## src/rtl/vga_timing_pkg.sv

```systemverilog
// Shared types and default 640x480@60 timing constants for the VGA timing generator.
package vga_timing_pkg;

    typedef struct packed {
        logic [3:0] r;
        logic [3:0] g;
        logic [3:0] b;
    } color_t;

    localparam int H_ACTIVE_DEF = 640;
    localparam int H_FP_DEF     = 16;
    localparam int H_SYNC_DEF   = 96;
    localparam int H_BP_DEF     = 48;
    localparam int V_ACTIVE_DEF = 480;
    localparam int V_FP_DEF     = 10;
    localparam int V_SYNC_DEF   = 2;
    localparam int V_BP_DEF     = 33;
    localparam int CLK_DIV_DEF  = 2;

    // Eight vertical colour bars: bit 2 drives red, bit 1 green, bit 0 blue.
    function automatic color_t bar_color(input logic [2:0] idx);
        color_t c;
        c.r = idx[2] ? 4'hF : 4'h0;
        c.g = idx[1] ? 4'hF : 4'h0;
        c.b = idx[0] ? 4'hF : 4'h0;
        return c;
    endfunction

endpackage

```

## src/rtl/vga_timing.sv

```systemverilog
// VGA raster timing generator with a one-pixel-period registered pin stage.
// Optional colour-bar test pattern enabled by defining VGA_TEST_PATTERN_EN (adds port test_en).
module vga_timing
    import vga_timing_pkg::*;
#(
    parameter int H_ACTIVE = H_ACTIVE_DEF,
    parameter int H_FP     = H_FP_DEF,
    parameter int H_SYNC   = H_SYNC_DEF,
    parameter int H_BP     = H_BP_DEF,
    parameter int V_ACTIVE = V_ACTIVE_DEF,
    parameter int V_FP     = V_FP_DEF,
    parameter int V_SYNC   = V_SYNC_DEF,
    parameter int V_BP     = V_BP_DEF,
    parameter int CLK_DIV  = CLK_DIV_DEF
) (
    input  logic       clk,
    input  logic       rst,
`ifdef VGA_TEST_PATTERN_EN
    input  logic       test_en,
`endif
    input  color_t     pixel_color,
    output logic       pix_en,
    output logic [9:0] x,
    output logic [9:0] y,
    output logic       active,
    output logic       frame_start,
    output color_t     vga_color,
    output logic       vga_hs,
    output logic       vga_vs
);

    localparam int H_TOTAL = H_ACTIVE + H_FP + H_SYNC + H_BP;
    localparam int V_TOTAL = V_ACTIVE + V_FP + V_SYNC + V_BP;
    localparam int H_W     = $clog2(H_TOTAL);
    localparam int V_W     = $clog2(V_TOTAL);
    localparam int DIV_W   = (CLK_DIV > 1) ? $clog2(CLK_DIV) : 1;

    localparam logic [DIV_W-1:0] DIV_LAST = DIV_W'(CLK_DIV - 1);
    localparam logic [H_W-1:0]   H_LAST   = H_W'(H_TOTAL - 1);
    localparam logic [V_W-1:0]   V_LAST   = V_W'(V_TOTAL - 1);

    logic [DIV_W-1:0] div_q, div_d;
    logic [H_W-1:0]   hcnt_q, hcnt_d;
    logic [V_W-1:0]   vcnt_q, vcnt_d;
    color_t           color_q, color_d;
    logic             hs_q, hs_d;
    logic             vs_q, vs_d;

    logic   hsync_raw;
    logic   vsync_raw;
    color_t active_color;

    // Reset gating keeps pix_en low during reset even when CLK_DIV=1.
    assign pix_en      = !rst && (div_q == DIV_LAST);
    assign active      = (int'(hcnt_q) < H_ACTIVE) && (int'(vcnt_q) < V_ACTIVE);
    assign x           = active ? 10'(hcnt_q) : 10'd0;
    assign y           = active ? 10'(vcnt_q) : 10'd0;
    assign frame_start = pix_en && (hcnt_q == '0) && (vcnt_q == '0);

    assign hsync_raw = !((int'(hcnt_q) >= H_ACTIVE + H_FP) &&
                         (int'(hcnt_q) <  H_ACTIVE + H_FP + H_SYNC));
    assign vsync_raw = !((int'(vcnt_q) >= V_ACTIVE + V_FP) &&
                         (int'(vcnt_q) <  V_ACTIVE + V_FP + V_SYNC));

`ifdef VGA_TEST_PATTERN_EN
    assign active_color = test_en ? bar_color(3'(x / 10'd80)) : pixel_color;
`else
    assign active_color = pixel_color;
`endif

    always_comb begin
        div_d   = (div_q == DIV_LAST) ? '0 : div_q + DIV_W'(1);
        hcnt_d  = hcnt_q;
        vcnt_d  = vcnt_q;
        color_d = color_q;
        hs_d    = hs_q;
        vs_d    = vs_q;
        if (pix_en) begin
            // Pins capture the current pixel, so they trail x/y by one pixel period.
            color_d = active ? active_color : '0;
            hs_d    = hsync_raw;
            vs_d    = vsync_raw;
            if (hcnt_q == H_LAST) begin
                hcnt_d = '0;
                vcnt_d = (vcnt_q == V_LAST) ? '0 : vcnt_q + V_W'(1);
            end else begin
                hcnt_d = hcnt_q + H_W'(1);
            end
        end
    end

    always_ff @(posedge clk) begin
        if (rst) begin
            div_q   <= '0;
            hcnt_q  <= '0;
            vcnt_q  <= '0;
            color_q <= '0;
            hs_q    <= 1'b1;
            vs_q    <= 1'b1;
        end else begin
            div_q   <= div_d;
            hcnt_q  <= hcnt_d;
            vcnt_q  <= vcnt_d;
            color_q <= color_d;
            hs_q    <= hs_d;
            vs_q    <= vs_d;
        end
    end

    assign vga_color = color_q;
    assign vga_hs    = hs_q;
    assign vga_vs    = vs_q;

endmodule

```

## config.mk

```make
export PLATFORM = sky130hd
export DESIGN_NAME = vga_timing
export DESIGN_NICKNAME = d
export VERILOG_FILES = /design/src/rtl/vga_timing_pkg.sv /design/src/rtl/vga_timing.sv
export SDC_FILE = /design/constraint.sdc
export NUM_CORES = 1
export LEC_CHECK = 0
export CELL_PAD_IN_SITES_DETAIL_PLACEMENT = 0
export CELL_PAD_IN_SITES_GLOBAL_PLACEMENT = 2
export CORE_UTILIZATION = 25
export DETAILED_ROUTE_END_ITERATION = 8
export HOLD_SLACK_MARGIN = 0.05
export PLACE_DENSITY = 0.77
export REMOVE_ABC_BUFFERS = 1
export SLEW_MARGIN = 15
export SYNTH_ARGS = -nofsm -noshare
export SYNTH_HDL_FRONTEND = slang
export SYNTH_SLANG_ARGS = --single-unit
export TNS_END_PERCENT = 100
```

## constraint.sdc

```tcl
create_clock -name clk -period 1.7 [get_ports clk]
set_clock_uncertainty 0.05 [all_clocks]
set_input_delay 0.17 -clock clk [delete_from_list [all_inputs] [get_ports clk]]
set_output_delay 0.17 -clock clk [all_outputs]
set_load 0.03 [all_outputs]
```

Yosys cells after proc, flatten, opt, wreduce, memory -nomap -nowiden
Cells that the tools add are included.
- register bits: 35
- output and inout port bits: 37
- logic and storage cells: 37
- bits of input ports: 14
- add/subtract/negate cells: 3
- mux-type cells: 5
- order comparisons: 6
- reductions and logical operators: 13
- equality and inequality tests: 2
- operators by type and width (operator ; count):
    2-to-1 mux 10 bit ; 4
    adder 10 x 1 -> 10 bit, second input constant ; 2
    == test 10 bit, second input constant ; 2
    zero test 10 bit ; 2
    less-than comparator 10 bit, second input constant ; 2
    less-than comparator 10 x 9 -> 1 bit, second input constant ; 2
    2-to-1 mux 12 bit ; 1
    greater-or-equal comparator 10 bit, second input constant ; 1
    greater-or-equal comparator 10 x 9 -> 1 bit, second input constant ; 1
    logical AND 1 bit ; 6
    zero test 1 bit ; 3
    AND reduction 2 bit ; 1
    OR reduction 2 bit ; 1
    adder 1 bit, second input constant ; 1

Depth between registers and ports, before layout
- depth in word-level cells: 4
- gate-level depth with buffers: 6
- depth with buffers taken out: 6

Least setup slack after synthesis
No wires, ideal clock.
- path type: register -> output
- from: register vcnt_q[6]
- to: output x[0]
- required time: 1.480 ns
- arrival: 1.642 ns
- buffers on the path: 1
- slack: -0.162 ns
- cell stages (with the launch flop): 4
- cell sequence: dfxtp_1 and4_1 buf_4 nor4_1
- word-level cells in the longest chain between the ends: 3
- RTL lines (element ; RTL line ; source):
    start, declared ; vga_timing.sv:44 ; logic [V_W-1:0] vcnt_q, vcnt_d;
    start signal, assigned ; vga_timing.sv:103 ; vcnt_q <= vcnt_d;
    less-than comparator 10 x 9 -> 1 bit ; vga_timing.sv:55 ; assign active = (int'(hcnt_q) < H_ACTIVE) && (int'(vcnt_q) < V_ACTIVE);
    logical AND 1 bit ; vga_timing.sv:55 ;
    2-to-1 mux 10 bit ; vga_timing.sv:56 ; assign x = active ? 10'(hcnt_q) : 10'd0;
    end, declared ; vga_timing.sv:23 ; output logic [9:0] x,
No other way between the ends.

Worst setup path after layout
- from: register hcnt_q[0]
- to: output frame_start
- word-level cells in the longest chain between the ends: 3
- RTL lines (element ; RTL line ; source):
    start, declared ; vga_timing.sv:43 ; logic [H_W-1:0] hcnt_q, hcnt_d;
    start signal, assigned ; vga_timing.sv:102 ; hcnt_q <= hcnt_d;
    zero test 10 bit ; vga_timing.sv:58 ; assign frame_start = pix_en && (hcnt_q == '0) && (vcnt_q == '0);
    logical AND 1 bit (2 in a row) ; vga_timing.sv:58 ;
    end, declared ; vga_timing.sv:26 ; output logic frame_start,
No other way between the ends.

==> metrics.txt <==
pin count of the biggest net entering global routing 28; Initial Utilization about a quarter; sequential area share after synthesis 35.9%; Cell Area, Synth 1950 µm²; Compound-Gate Fraction of Synth Area roughly a tenth; crit-path max FO 2; Cell Rows 31; Antenna Nets Post-Route 0; Worst Setup Start Kind register; Crit Path Category reg -> out; Mean Syn Cell Area 8.41 µm²; RR Endpoint hcnt_q[5]; Worst Path Arrival about 1500 ps; Critical Path RT ~1500 ps; port buffer count slightly below 50; class of the worst hold path in -> reg; worst hold start pixel_color[2]; chip width roughly 90 µm; Tcrit/Tclk final 102%; Worst Hold Depth 3; Post-Synth XOR/XNOR Area 4.94%; Multi-input gate area approximately 1300 µm²; routability cong. 0.831; Post-Place Cell Area about 2700 µm²; initial antenna violation count 0; die area ~8200 µm²; dominant synthesized flop cell dfxtp_1; later-pin clock latency in the skew report 290 ps; mux cell area share after synthesis 0%; wire per inst 14.5 µm; Worst setup EP type primary output; Adder-Cell Fraction of Synth Area ~2.6%; nets ~340; register area about 710 µm²; Post-synth EDFFs 0; diode count 0; Die Span Y between 90 and 100 µm; synthesis-to-finish area growth 62.6%; filler instances ~740; via count of the routed design a little over 2,000; CTS Buffer Depth 2; Yosys Warn Count 0; r2r startpoint hcnt_q[0]; Yosys reg bits 35; Mapped Cells approximately 230; outcome finished with violations; post-synthesis async set-or-reset flop share 0%; final WL roughly 6.1 mm; CTS Buf Count 5; gr usage total between 10% and 20%; Residual DRC 0; Unique masters post-synth 42; Via density between 4 and 5; R2R depth 8; CTS sink count 35; CTS root buf clkbuf_8; vias in the first global route around 1,900; worst hold endpoint vga_color[2]; reg2reg setup slack roughly 20 ps; fin util a little over two fifths; htree depth 2; total gr overflow 0; Pleak between 0.001 and 0.0015 µW; PwrDens 544 nW/µm²; max-slew violation count 0; Max Cap Violations 0; failing checks negative setup slack; first-pass GRT wire length approximately 10 mm; fraction of layout cells with a size suffix above 1 a little over two fifths; largest family of logic cells by synthesized area simple AND/OR/NAND/NOR gates; Max rail drop VDD 0.000243 V; HPWL after detailed placement roughly 4.2 mm; CTS tree done; PnR worst setup slack -34.4 ps; Ports 51; first-pass detailed-route iteration total 5; Setup-failing EPs final 10; fin crit period around 1700 ps; fmax roughly 580 MHz; core region area 7410 µm²; Post-Synth Simple-Gate Area 40.5%; drt initial violations 100; design area approximately 3200 µm²; setup repair after global routing missed its margin true; Hold Fails Final Rpt 0; clk slew on worst S/H paths approximately 80 ps
-- metrics by stage --
step	hold slack [ps]	total power, µW	setup TNS (ps)	std cells	setup WS (ps)
2_1_floorplan	187	991	-8610	215	-341
5_1_grt	379	1800	-1110	423	-116
3_5_place_dp	411	1120	-6840	400	-374
6_report	386	1720	-150	423	-34.4
4_1_cts	381	1730	-140	418	-25.3
3_3_place_gp	407	1110	-5240	400	-320
-- area by class of cell --
type | count | share of cell area (%)
Multi-Input combinational cell | 173 | 41.5
Timing Repair Buffer | 100 | 28.3
Sequential cell | 35 | 22.5
Tap cell | 99 | 3.91
Clock buffer | 6 | 2.29
Inverter | 8 | 1.10
Clock inverter | 2 | 0.394
-- registers in the layout, summed over array words and instances, names as in the netlist --
name,cells
div_q,1
vcnt_q,10
vga_vs,1
vga_color,12
hcnt_q,10
vga_hs,1
-- logic make-up (layout without fill, tap and decap cells) --
kind of cell,Yosys count,count (layout)
and+or+nand+nor,123,124
DFF,35,35
AOI/OAI and AO/OA,33,33
buffers and inverters,25,116
xor gates and xnor gates,11,11
adders and majority gates,4,4
other,1,1
-- what timing repair did --
item / in CTS / in global routing
resized for setup: 52 / 23
endpoints found under the setup margin: 31 / 42
pin swaps: 13 / 11
endpoints found under the hold margin: 0 / 0
hold buffers: 0 / 0
buffers inserted: 10 / 5
cloned: 1 / 0
-- worst max path at each step --
stage,start,endpoint,slack (ps),cells after the start
global route,hcnt_q[0],frame_start,-120,7
detailed placement,vcnt_q[7],x[3],-370,4
finish,hcnt_q[0],frame_start,-30,7
CTS,hcnt_q[0],frame_start,-30,7
floorplan,vcnt_q[6],x[2],-340,3
global placement,hcnt_q[7],x[2],-320,4
-- cell usage after synthesis (4+ instances only) --
library cell  number  area share, %
nand3_2            7            3.6
nand2b_1          14            4.5
nor2_1            13            2.5
nor4_1            12            3.8
ha_1               4            2.6
a21oi_1           21            5.4
nand2_1            8            1.5
and2_1            13            4.2
inv_1              8            1.5
xnor2_1            5            2.2
nor3_1            10            2.6
o21ai_0            6            1.5
buf_2              5            1.3
dfxtp_1           35             36
xor2_1             6            2.7
clkbuf_1           6            1.2
nand4_1           10            3.2
nand3_1           12            3.1
-- layout by cell type (no fill, tap or decap), types with 3 or more instances in the layout --
master / synthesis / routed
a21oi_1: 21 / 20
and2_4: 0 / 12
and3_1: 3 / 3
buf_4: 3 / 54
buf_6: 1 / 18
clkbuf_8: 0 / 5
clkdlybuf4s50_1: 0 / 26
dfxtp_1: 35 / 26
dfxtp_2: 0 / 8
inv_1: 8 / 6
nand2_1: 8 / 8
nand2b_1: 14 / 14
nand3_1: 12 / 12
nand3_2: 7 / 7
nand4_1: 10 / 10
nand4b_1: 3 / 3
nor2_1: 13 / 11
nor3_1: 10 / 9
nor3_4: 2 / 3
nor4_1: 12 / 3
nor4_2: 0 / 8
o21ai_0: 6 / 6
xnor2_1: 5 / 5
xor2_1: 6 / 6
-- worst max-delay path, stage by stage (launching register included) --
cell     delay, ps
dfxtp_2        330
buf_6          120
inv_4           50
ha_4           120
nor4b_4        170
nand4_1        140
nor2_1         120
buf_4          170
-- power breakdown --
part           internal [µW]  leakage, µW  switching [µW]  total, µW
Clock                    286    0.0000412             320        607
Sequential               842     0.000289            15.1        857
Combinational            125     0.000904             136        261
Total                   1250      0.00123             471       1720
-- routing by layer --
layer | global-route usage [%] | share of wire, % | vias up | wire length [µm]
met1 | 20.8 | 46 | 955 | 2810
met3 | 2.95 | 4.3 | 7 | 266
li1 | - | - | 1015 | -
met2 | 25.1 | 49 | 49 | 2980
met4 | 5.38 | 1.2 | 0 | 72
met5 | 0 | 0 | - | 0
Power figures use the tool's default switching activity.
